**config.mk**
```make
export PLATFORM = sky130hd
export DESIGN_NAME = ps2_key_decoder
export DESIGN_NICKNAME = d
export VERILOG_FILES = /design/src/rtl/ps2_pkg.sv /design/src/rtl/ps2_rx_frame.sv /design/src/rtl/ps2_key_decoder.sv
export SDC_FILE = /design/constraint.sdc
export NUM_CORES = 1
export LEC_CHECK = 0
export CAP_MARGIN = 25
export CELL_PAD_IN_SITES_DETAIL_PLACEMENT = 0
export CELL_PAD_IN_SITES_GLOBAL_PLACEMENT = 1
export CORE_UTILIZATION = 47
export CTS_BUF_LIST = sky130_fd_sc_hd__clkbuf_16
export CTS_CLUSTER_SIZE = 20
export DETAILED_ROUTE_END_ITERATION = 10
export PLACE_DENSITY_LB_ADDON = 0.1
export SYNTH_ARGS = -nofsm -noshare
export SYNTH_HDL_FRONTEND = slang
export SYNTH_HIERARCHICAL = 1
export SYNTH_SLANG_ARGS = --single-unit
```
**constraint.sdc**
```tcl
create_clock -name Clk -period 2.13 [get_ports Clk]
set_clock_uncertainty 0.2 [all_clocks]
set_input_delay 0.213 -clock Clk [delete_from_list [all_inputs] [get_ports Clk]]
set_output_delay 0.213 -clock Clk [all_outputs]
set_load 0.03 [all_outputs]
```
**src/rtl/ps2_pkg.sv**
```systemverilog
// Shared PS/2 definitions: receiver FSM states, scan-code prefixes and the
// movement key codes consumed by the player logic.
package ps2_pkg;

  typedef enum logic [1:0] {
    ST_IDLE,
    ST_DATA,
    ST_PARITY,
    ST_STOP
  } ps2_state_e;

  localparam logic [7:0] PS2_PREFIX_EXT = 8'hE0;
  localparam logic [7:0] PS2_PREFIX_BRK = 8'hF0;

  localparam logic [7:0] KEY_W = 8'h1D;
  localparam logic [7:0] KEY_A = 8'h1C;
  localparam logic [7:0] KEY_S = 8'h1B;
  localparam logic [7:0] KEY_D = 8'h23;

endpackage

```
**src/rtl/ps2_rx_frame.sv**
```systemverilog
// PS/2 frame receiver: input synchronizers, frame FSM, inactivity timeout.
// Parity is enforced only when PS2_PARITY_CHECK_EN is defined.
module ps2_rx_frame
  import ps2_pkg::*;
#(
  parameter int unsigned TIMEOUT_CYCLES = 50000
) (
  input  logic       clk_i,
  input  logic       rst_i,
  input  logic       ps2_clk_i,
  input  logic       ps2_dat_i,
  output logic [7:0] byte_o,
  output logic       byte_valid_o,
  output logic       frame_err_o
);

  localparam int unsigned CNT_W = $clog2(TIMEOUT_CYCLES + 1);
  localparam logic [CNT_W-1:0] TO_LAST = CNT_W'(TIMEOUT_CYCLES - 1);

  logic             clk_s1_q, clk_s2_q, clk_prev_q;
  logic             dat_s1_q, dat_s2_q;
  logic             fall_edge;
  logic             parity_ok;

  ps2_state_e       state_q;
  logic [7:0]       shift_q;
  logic [2:0]       bit_cnt_q;
  logic [CNT_W-1:0] to_cnt_q;
  logic [7:0]       byte_q;
  logic             valid_q;
  logic             err_q;

  always_ff @(posedge clk_i or posedge rst_i) begin
    if (rst_i) begin
      clk_s1_q   <= 1'b1;
      clk_s2_q   <= 1'b1;
      clk_prev_q <= 1'b1;
      dat_s1_q   <= 1'b1;
      dat_s2_q   <= 1'b1;
    end else begin
      clk_s1_q   <= ps2_clk_i;
      clk_s2_q   <= clk_s1_q;
      clk_prev_q <= clk_s2_q;
      dat_s1_q   <= ps2_dat_i;
      dat_s2_q   <= dat_s1_q;
    end
  end

  assign fall_edge = clk_prev_q & ~clk_s2_q;

`ifdef PS2_PARITY_CHECK_EN
  logic parity_q;

  always_ff @(posedge clk_i or posedge rst_i) begin
    if (rst_i) begin
      parity_q <= 1'b0;
    end else if (fall_edge && state_q == ST_PARITY) begin
      parity_q <= dat_s2_q;
    end
  end

  assign parity_ok = ^{shift_q, parity_q};
`else
  // Parity bit is consumed by the PARITY state but never stored.
  assign parity_ok = 1'b1;
`endif

  always_ff @(posedge clk_i or posedge rst_i) begin
    if (rst_i) begin
      state_q   <= ST_IDLE;
      shift_q   <= '0;
      bit_cnt_q <= '0;
      to_cnt_q  <= '0;
      byte_q    <= '0;
      valid_q   <= 1'b0;
      err_q     <= 1'b0;
    end else begin
      valid_q <= 1'b0;
      err_q   <= 1'b0;
      if (fall_edge) begin
        to_cnt_q <= '0;
        case (state_q)
          ST_IDLE: begin
            if (!dat_s2_q) begin
              state_q   <= ST_DATA;
              bit_cnt_q <= '0;
            end
          end
          ST_DATA: begin
            shift_q   <= {dat_s2_q, shift_q[7:1]};
            bit_cnt_q <= bit_cnt_q + 3'd1;
            if (bit_cnt_q == 3'd7) begin
              state_q <= ST_PARITY;
            end
          end
          ST_PARITY: begin
            state_q <= ST_STOP;
          end
          ST_STOP: begin
            state_q <= ST_IDLE;
            if (dat_s2_q && parity_ok) begin
              byte_q  <= shift_q;
              valid_q <= 1'b1;
            end else begin
              err_q <= 1'b1;
            end
          end
          default: state_q <= ST_IDLE;
        endcase
      end else if (state_q != ST_IDLE) begin
        if (to_cnt_q == TO_LAST) begin
          state_q   <= ST_IDLE;
          shift_q   <= '0;
          bit_cnt_q <= '0;
          to_cnt_q  <= '0;
          err_q     <= 1'b1;
        end else begin
          to_cnt_q <= to_cnt_q + 1'b1;
        end
      end
    end
  end

  assign byte_o       = byte_q;
  assign byte_valid_o = valid_q;
  assign frame_err_o  = err_q;

endmodule

```
**src/rtl/ps2_key_decoder.sv**
```systemverilog
// PS/2 keyboard decoder: E0/F0 prefix tracking and make/break of the current key.
// Optional parity enforcement in the receiver: define PS2_PARITY_CHECK_EN.
module ps2_key_decoder
  import ps2_pkg::*;
#(
  parameter int unsigned TIMEOUT_CYCLES = 50000
) (
  input  logic       Clk,
  input  logic       Reset,
  input  logic       PS2_CLK,
  input  logic       PS2_DAT,
  output logic [7:0] keycode,
  output logic       keyPress,
  output logic       extended,
  output logic       byte_valid,
  output logic       frame_err
);

  logic [7:0] rx_byte;
  logic       rx_valid;
  logic       rx_err;

  logic [7:0] keycode_q, keycode_d;
  logic       keypress_q, keypress_d;
  logic       extended_q, extended_d;
  logic       ext_pend_q, ext_pend_d;
  logic       brk_pend_q, brk_pend_d;

  ps2_rx_frame #(
    .TIMEOUT_CYCLES(TIMEOUT_CYCLES)
  ) u_rx (
    .clk_i       (Clk),
    .rst_i       (Reset),
    .ps2_clk_i   (PS2_CLK),
    .ps2_dat_i   (PS2_DAT),
    .byte_o      (rx_byte),
    .byte_valid_o(rx_valid),
    .frame_err_o (rx_err)
  );

  always_comb begin
    keycode_d  = keycode_q;
    keypress_d = keypress_q;
    extended_d = extended_q;
    ext_pend_d = ext_pend_q;
    brk_pend_d = brk_pend_q;
    if (rx_valid) begin
      if (rx_byte == PS2_PREFIX_EXT) begin
        ext_pend_d = 1'b1;
      end else if (rx_byte == PS2_PREFIX_BRK) begin
        brk_pend_d = 1'b1;
      end else begin
        if (!brk_pend_q) begin
          keycode_d  = rx_byte;
          extended_d = ext_pend_q;
          keypress_d = 1'b1;
        end else if (rx_byte == keycode_q && ext_pend_q == extended_q) begin
          keypress_d = 1'b0;
        end
        ext_pend_d = 1'b0;
        brk_pend_d = 1'b0;
      end
    end
  end

  always_ff @(posedge Clk or posedge Reset) begin
    if (Reset) begin
      keycode_q  <= '0;
      keypress_q <= 1'b0;
      extended_q <= 1'b0;
      ext_pend_q <= 1'b0;
      brk_pend_q <= 1'b0;
    end else begin
      keycode_q  <= keycode_d;
      keypress_q <= keypress_d;
      extended_q <= extended_d;
      ext_pend_q <= ext_pend_d;
      brk_pend_q <= brk_pend_d;
    end
  end

  // Key state is presented from the next-state view so it changes in the
  // same cycle as the byte_valid strobe rather than one cycle later.
  assign keycode    = keycode_d;
  assign keyPress   = keypress_d;
  assign extended   = extended_d;
  assign byte_valid = rx_valid;
  assign frame_err  = rx_err;

endmodule

```
======== Yosys cells after proc, flatten, opt, wreduce, memory -nomap -nowiden ========
Cells that the tools add are included.
storage, ports and cells
  input bits .............................. 4
  output and inout bits ................... 12
  logic and storage cells ................. 89
  bits in registers ....................... 56
operators by class
  mux-type cells .......................... 42
  $add $sub $neg .......................... 2
  bitwise operators ....................... 3
  reductions and logical operators ........ 11
  equal/unequal tests ..................... 14
operator list
  cell                     number
  $mux W8                  8
  $mux W16                 3
  $mux W1                  20
  $add A16 B1 Y16 const B  1
  $eq A16 B16 Y1 const B   1
  $eq A8 B8 Y1 const B     2
  $mux W3                  4
  $mux W2                  5
  $ne A3 B3 Y1 const B     3
  $eq A8 B8 Y1             1
  $pmux W2 S4              1
  $reduce_and A4 Y1        2
  $pmux W3 S2              1
  $reduce_and A3 Y1        2
  $reduce_bool A2 Y1       3
  $eq A2 B2 Y1 const B     2
  $ne A2 B2 Y1 const B     2
  $reduce_and A2 Y1        2
  $add A3 B1 Y3 const B    1
  $eq A3 B3 Y1 const B     1
  $eq A2 B1 Y1 const B     1
  $logic_not A2 Y1         1
  $not A1 Y1               2
  $and A1 B1 Y1            1
  2 further kinds          2

======== Longest topological paths before layout ========
Gate-level depths: netlist (run 1).
  depth in word-level cells ............... 7
  gate-level depth with buffers ........... 7

======== Cells and area by module ========
The synthesis (run 1) kept the hierarchy.
modules (own cells, without submodules)
  module           cells each  times used  area each (um^2)  sequential area each (um^2)
  ps2_rx_frame     198         1           2079.5            1107.3
  ps2_key_decoder  47          1           596.8             300.3

======== Least setup slack after synthesis (run 1) ========
No wires, ideal clock.
  path type ............................... flip-flop to output port
  from .................................... reg u_rx.valid_q (netlist: u_rx/byte_valid_o)
  to ...................................... out keyPress
  buffers on the path ..................... 0
  setup slack ............................. 85 ps
  data required time ...................... 1717 ps
  data arrival time ....................... 1632 ps
  cell stages (with the launch flop) ...... 5
  cell sequence ........................... dfrtp_1 -> nand2b_1 -> a41oi_4 -> nor2_1 -> a31oi_1
on the way
  word-level cells in the longest chain between the ends .. 1
ends and longest elaborated chain
  item                    RTL line               text
  from (decl)             ps2_rx_frame.sv:30     logic valid_q;
  from (signal assigned)  ps2_rx_frame.sv:75     valid_q <= 1'b0;
  from (signal assigned)  ps2_rx_frame.sv:78     valid_q <= 1'b0;
  from (signal assigned)  ps2_rx_frame.sv:103    valid_q <= 1'b1;
  $mux W1                 ps2_key_decoder.sv:47  if (rx_valid) begin
  to (decl)               ps2_key_decoder.sv:13  output logic keyPress,
Every way passes these cells.

======== Final worst setup path (run 1) ========
  from .................................... reg u_rx.byte_q[3] (netlist: u_rx/byte_o[3])
  to ...................................... out keycode[7]
on the way
  word-level cells in the longest chain between the ends .. 4
ends and longest elaborated chain
  item                    RTL line               text
  from (decl)             ps2_rx_frame.sv:29     logic [7:0] byte_q;
  from (signal assigned)  ps2_rx_frame.sv:102    byte_q <= shift_q;
  $eq A8 B8 Y1            ps2_key_decoder.sv:50  end else if (rx_byte == PS2_PREFIX_BRK) begin
  $mux W8                 ps2_key_decoder.sv:50
  $mux W8 *               ps2_key_decoder.sv:48  if (rx_byte == PS2_PREFIX_EXT) begin
  $mux W8 *               ps2_key_decoder.sv:47
  to (decl)               ps2_key_decoder.sv:12  output logic [7:0] keycode,
Mark *: on every way between the ends. The rest lies on a longest branch, timed or not.

==> flow_metrics.py, run 1 <==
metrics = {
    "synth": {
        "synth_largest_area_cell": "dfrtp_1",
        "yosysSeqAreaShare_pct": 52.6,
        "synth_most_common_cell": "dfrtp_1",
        "synth-seq-cells": 56,
        "synth.distinct_cells": 47,
        "syn_inst": 245,
        "synthArstFlopShare_pct": 100,
        "yosys.area.top_type_share_pct": 47.7,
        "synth_area_leaders": "dfrtp_1 48%, mux2_2 7.2%, dfstp_2 4.9%, nand2_1 4.1%, xnor2_1 3.9%",
        "yosys-top-cells-count": "51 x dfrtp_1, 29 x nand2_1, 19 x nor2_1",
        "synth_area_um2": 2680,
        "synth_ff_type": "dfrtp_1",
        "synth_edf_count": 0,
        "syn_nets": 256,
        "syn_area_per_cell_um2": 10.9,
        "synth_warnings": 6,
    },
    "floorplanning": {
        "start_util_pct": 48.6,
        "fp.coreArea_um2": 5510,
        "rows": 27,
        "dieWidth_um": 77.5,
        "die_y_um": 77.5,
        "io-pin-count": 16,
        "dieArea_um2": 6000,
    },
    "clock_tree": {
        "cts_buffers": 5,
        "cts_max_path_buffers": 2,
        "htree_levels": 2,
        "clk_latency_ns": 0.29,
        "path_clk_slew_ns": 0.08,
        "cts_tree": "yes",
        "cts-root-buf": "clkbuf_16",
        "cts_sinks": 56,
        "hold_buffers": 0,
    },
    "routing": {
        "via_count": 1878,
        "ant_nets": 0,
        "routed_via_density": 5.28,
        "initialDrtViolationCount": 91,
        "wl_mm": 5.25,
        "avgRoutedWirePerCell_um": 14.8,
        "firstDrtPassIters": 4,
        "remaining_drc_errors": 0,
    },
    "layout": {
        "nNetsFinal": 294,
        "multi_input_area_um2": 1200,
        "antenna_cells": 0,
        "design_area_um2": 3250,
        "drive_gt1_share_pct": 25.4,
        "final_cells": 356,
        "synthToLayoutAreaGrowth_pct": 21.6,
        "seq_area_um2": 1410,
        "fill_cells": 470,
        "fin_util_pct": 59.1,
    },
    "status": {
        "violations": "setup timing",
        "status": "finished, violations left",
    },
    "run": {
        "max_cap_viol_count": 0,
    },
    "power": {
        "p_per_area_nw_per_um2": 1050,
        "ir_drop_mv": 0.627,
        "p_leak_nw": 1.52,
        "power.total_w": 0.00342,
    },
    "setup_path": {
        "cp-start-kind": "register",
        "crit_required_ns": 1.72,
        "slowest_stage": "dfrtp_1",
        "critPathTopFamily": "flip-flops",
        "slowest_delay_ns": 0.43,
        "crit_arrival_ns": 1.76,
        "end_kind": "output pin",
        "crit_chain": "nor2_1 > a41oi_4 > buf_12 > mux2_2 > buf_6",
        "crit_fanout": 10,
        "path_class": "register to output pin",
        "path_buf_inv": 2,
    },
    "placement": {
        "dp_hpwl_mm": 3.91,
        "port_buffers": 15,
        "dp.cells": 344,
        "gp_congestion": 0.788,
        "placed_area_um2": 3020,
    },
    "worst_hold_path": {
        "worstHoldPathType": "primary input to asynchronous set/reset pin",
    },
    "timing": {
        "relSlewSlack_pct": 63.9,
        "setup_ws_ns": -0.0427,
        "final-max-slew-violation-count": 0,
        "final.period_utilization_pct": 102,
        "timing.fmax_mhz": 460,
        "final_hold_viol_count": 0,
        "setup_viol": 9,
        "hold_ws_ns": 0.0352,
        "tightest_slew_ns": 0.538,
        "rsz0062_at_grt": "yes",
        "fin_crit_ns": 2.17,
    },
    "global_routing": {
        "grt_pass1_wl_mm": 9.24,
        "track_usage_pct": 19.5,
        "grt_overflow_total": 0,
        "grt_pass1_vias": 1874,
        "grt_start_max_net_pins": 32,
        "grt_antenna_before_repair": 0,
    },
}
==> cell type report <==
cell class | instances | share of cell area, %
clock buffer | 5 | 3.84
timing repair buffer | 38 | 11.0
inverter | 13 | 1.50
sequential | 56 | 43.3
clock inverter | 3 | 0.884
multi-input combinational | 169 | 36.8
tap | 72 | 2.77
==> where the power goes <==
part | leakage, nW | internal [W] | switching (W) | total [W]
clock network | 0.0767 | 0.000454 | 0.000403 | 0.000857
registers | 0.742 | 0.00130 | 0.000223 | 0.00152
logic | 0.699 | 0.000497 | 0.000546 | 0.00104
==> final timing paths <==
kind / slack, ns / endpoint / cells past startpoint / startpoint
min in group Clk: 0.12 / u_rx/clk_s1_q / 1 / PS2_CLK
worst min-delay path: 0.04 / u_rx/to_cnt_q[4] / 2 / Reset
worst max register to register: 0.18 / u_rx/to_cnt_q[15] / 4 / u_rx/clk_prev_q
max in group asynchronous: 1.14 / u_rx/clk_prev_q / 3 / Reset
worst min register to register: 0.16 / u_rx/dat_s2_q / 0 / u_rx/dat_s1_q
worst max-delay path: -0.04 / keycode[7] / 5 / u_rx/byte_o[3]
==> cell usage in the layout, fill, tap and decap left out, types with 2 or more instances in the layout <==
master and count:
buf_4 22, nor4_1 2, nand2b_1 2, clkbuf_16 5, nand3_1 8, inv_6 2, nor4b_1 2, or3_1 2
nand2_1 29, a32o_1 2, mux2_2 17, inv_1 12, xnor2_1 12, mux2i_1 2, dfrtp_1 50, nor2b_1 2
dfstp_2 5, o21ai_0 11, clkdlybuf4s50_1 5, xor2_1 8, nand4_1 4, a2111oi_0 2, buf_12 2, and3_1 2
a21oi_1 9, nor2_1 19, ha_1 6, a211oi_1 5, buf_6 9
==> registers in the layout (all words and copies together), names as in the netlist, 2 cells and up <==
register / cells
u_rx/to_cnt_q: 16
u_rx/bit_cnt_q: 3
u_rx/shift_q: 8
keycode_q: 8
u_rx/byte_o: 8
u_rx/state_q: 2
==> layer usage <==
| layer | part of all wire, % | routed length [um] | track usage, % | vias to the layer above |
|---|---|---|---|---|
| met4 | 0.46 | 24 | 3.40 | 0 |
| met1 | 52 | 2720 | 28.8 | 914 |
| met5 | 0 | 0 | 0 | - |
| met3 | 2.8 | 148 | 4.24 | 2 |
| li1 | - | - | - | 936 |
| met2 | 45 | 2360 | 29.6 | 26 |
==> cell families (layout without fill, tap and decap cells) <==
| family | count (synthesis) | in the layout | synth area share (%) |
|---|---|---|---|
| XOR/XNOR | 20 | 20 | 6.55 |
| AO/OA/AOI/OAI | 41 | 41 | 11.1 |
| flip-flops | 56 | 56 | 52.6 |
| multiplexers | 19 | 19 | 7.90 |
| adder cells (fa/ha/maj) | 7 | 7 | 3.27 |
| buffers and inverters | 20 | 59 | 2.85 |
| AND/OR/NAND/NOR | 82 | 82 | 15.7 |
==> timing repair <==
| action | 4_1_cts | 5_1_grt |
|---|---|---|
| endpoints found under the hold margin | 0 | 0 |
| setup buffers | 4 | 0 |
| endpoints found under the setup margin | 10 | 12 |
| pin swaps | 3 | 1 |
| gates resized for setup | 10 | 2 |
==> per-stage QoR <==
stage               worst slack [ns]  TNS (ns)
CTS                          -0.0304    -0.101
floorplan                     0.0846         0
global route                  -0.111    -0.974
global placement               0.158         0
finish                       -0.0427    -0.224
detailed placement             0.135         0
(Power assumes the default switching activity.)
==> run 2: changes to the inputs <==
- CAP_MARGIN: 25 -> 10
==> results of run 2 <==
Final layout, timing and power as in run 1 (identical DEF).
==> run 3: changes to the inputs <==
--- a/config.mk
+++ b/config.mk
@@ -8,5 +8,3 @@
 export CAP_MARGIN = 10
-export CELL_PAD_IN_SITES_DETAIL_PLACEMENT = 0
-export CELL_PAD_IN_SITES_GLOBAL_PLACEMENT = 1
-export CORE_UTILIZATION = 47
+export CORE_UTILIZATION = 59
 export CTS_BUF_LIST = sky130_fd_sc_hd__clkbuf_16
@@ -14,3 +12,3 @@
 export DETAILED_ROUTE_END_ITERATION = 10
-export PLACE_DENSITY_LB_ADDON = 0.1
+export PLACE_DENSITY = 0.79
 export SYNTH_ARGS = -nofsm -noshare
--- a/constraint.sdc
+++ b/constraint.sdc
@@ -4,2 +4,2 @@
 set_output_delay 0.213 -clock Clk [all_outputs]
-set_load 0.03 [all_outputs]
+set_load 0.1 [all_outputs]
==> flow_metrics.py, run 3 (same netlist as run 1, synthesis figures left out) <==
metrics = {
    "setup_path": {
        "crit_arrival_ns": 1.79,
        "r2r_cells": 6,
        "crit_required_ns": 1.72,
        "crit_fanout": 5,
        "path_class": "register to output pin",
        "cp-start-kind": "register",
        "end_kind": "output pin",
    },
    "timing": {
        "tightest_slew_ns": 0.558,
        "timing.fmax_mhz": 454,
        "final-max-slew-violation-count": 0,
        "setup_viol": 10,
        "relSlewSlack_pct": 61.8,
        "rsz0062_at_grt": "yes",
        "setup_ws_ns": -0.0722,
        "final.period_utilization_pct": 103,
        "hold_ws_ns": 0.0608,
        "fin_crit_ns": 2.20,
        "final_hold_viol_count": 0,
    },
    "layout": {
        "fin_util_pct": 77.5,
        "final_cells": 335,
        "synthToLayoutAreaGrowth_pct": 26.0,
        "layout.cells.most_common": "dfrtp_1",
        "drive_gt1_share_pct": 28.3,
        "top_register": "u_rx/to_cnt_q",
        "largest_reg_flops": 16,
        "layout_common_cells": "48 x dfrtp_1, 29 x nand2_1, 21 x buf_4",
        "nNetsFinal": 293,
        "antenna_cells": 0,
        "design_area_um2": 3370,
    },
    "routing": {
        "wl_mm": 5.42,
        "firstDrtPassIters": 4,
        "remaining_drc_errors": 0,
        "initialDrtViolationCount": 141,
        "ant_nets": 0,
        "routed_via_density": 5.80,
        "via_count": 1943,
        "avgRoutedWirePerCell_um": 16.2,
    },
    "placement": {
        "placed_area_um2": 3140,
        "place_ws_ns": 0.0803,
        "dp_hpwl_mm": 3.75,
        "port_buffers": 15,
        "gp_congestion": 0.832,
        "dp.cells": 324,
    },
    "clock_tree": {
        "cts_tree": "yes",
        "htree_levels": 2,
        "cts_buffers": 5,
        "clk_latency_ns": 0.30,
        "path_clk_slew_ns": 0.07,
        "cts-root-buf": "clkbuf_16",
        "cts_sinks": 56,
        "cts_max_path_buffers": 2,
    },
    "global_routing": {
        "grt_pass1_wl_mm": 9.32,
        "track_usage_pct": 24.8,
        "grt_antenna_before_repair": 0,
        "grt_pass1_vias": 1953,
        "grt_overflow_total": 0,
        "grt_start_max_net_pins": 45,
    },
    "power": {
        "ir_drop_mv": 0.975,
        "p_comb_share_pct": 36.8,
        "p_leak_nw": 1.54,
        "switching_share_pct": 37.1,
        "power_switching_w": 0.00146,
        "p_int_w": 0.00247,
        "clockPowerShare_pct": 24.1,
        "p_seq_share_pct": 39.0,
        "p_per_area_nw_per_um2": 1160,
    },
    "floorplanning": {
        "dieArea_um2": 4810,
        "die_y_um": 69.4,
        "rows": 24,
        "dieWidth_um": 69.4,
        "fp.coreArea_um2": 4350,
        "start_util_pct": 61.5,
        "io-pin-count": 16,
    },
    "status": {
        "status": "finished, violations left",
        "violations": "setup timing",
    },
    "worst_hold_path": {
        "worstHoldPathType": "primary input to asynchronous set/reset pin",
    },
    "run": {
        "max_cap_viol_count": 0,
    },
}
-- run 3: power groups by stage --
stage / logic, W / registers [W] / clock network [W]
after floorplan: 0.000934 / 0.00150 / 0
after global placement: 0.00132 / 0.00153 / 0
after detailed placement: 0.00136 / 0.00155 / 0
after CTS: 0.00145 / 0.00153 / 0.000968
after global routing: 0.00155 / 0.00157 / 0.00100
final: 0.00145 / 0.00153 / 0.000948
-- run 3: path summary, 6_finish.rpt --
path                                      start                end  slack (ns)
min in group Clk                        PS2_DAT      u_rx/dat_s1_q        0.12
worst max register to register  u_rx/state_q[1]  u_rx/to_cnt_q[15]        0.13
worst min register to register    u_rx/dat_s1_q      u_rx/dat_s2_q        0.16
worst min-delay path                      Reset       keycode_q[0]        0.06
worst max-delay path             u_rx/byte_o[1]         keycode[1]       -0.07
max in group asynchronous                 Reset       keycode_q[6]        1.35
-- run 3: cell type report --
class | instances | area [um2]
clock buffers | 5 | 125
repair buffers | 37 | 430
multi-input cells | 169 | 1240
well taps | 52 | 65.1
clock inverters | 3 | 46.3
fillers | 269 | 981
inverters | 13 | 48.8
flip-flops and latches | 56 | 1410
-- run 3: critical path, stage by stage, from the launching register on --
cell and delay [ns]:
dfrtp_2 0.45, nor3b_4 0.25, a41oi_4 0.14, buf_6 0.16
mux2_4 0.32, buf_12 0.17
-- run 3: timing repair --
item                       4_1_cts  5_1_grt
setup endpoints to repair       10       20
gates cloned                     0        0
resized for setup                7        3
hold buffers                     0        0
pin swaps                        6        2
setup buffers                    3        0
-- run 3: through the flow --
step           total power, W   TNS, ns
2_1_floorplan         0.00244  -0.00471
3_3_place_gp          0.00285         0
3_5_place_dp          0.00291         0
4_1_cts               0.00394    -0.660
5_1_grt               0.00413     -1.12
6_report              0.00393    -0.554
-- run 3: per-layer routing --
metal,wire [um],track usage (%)
met4,69,7.48
met2,2710,39.8
met5,0,0
met3,156,5.67
met1,2480,33.9
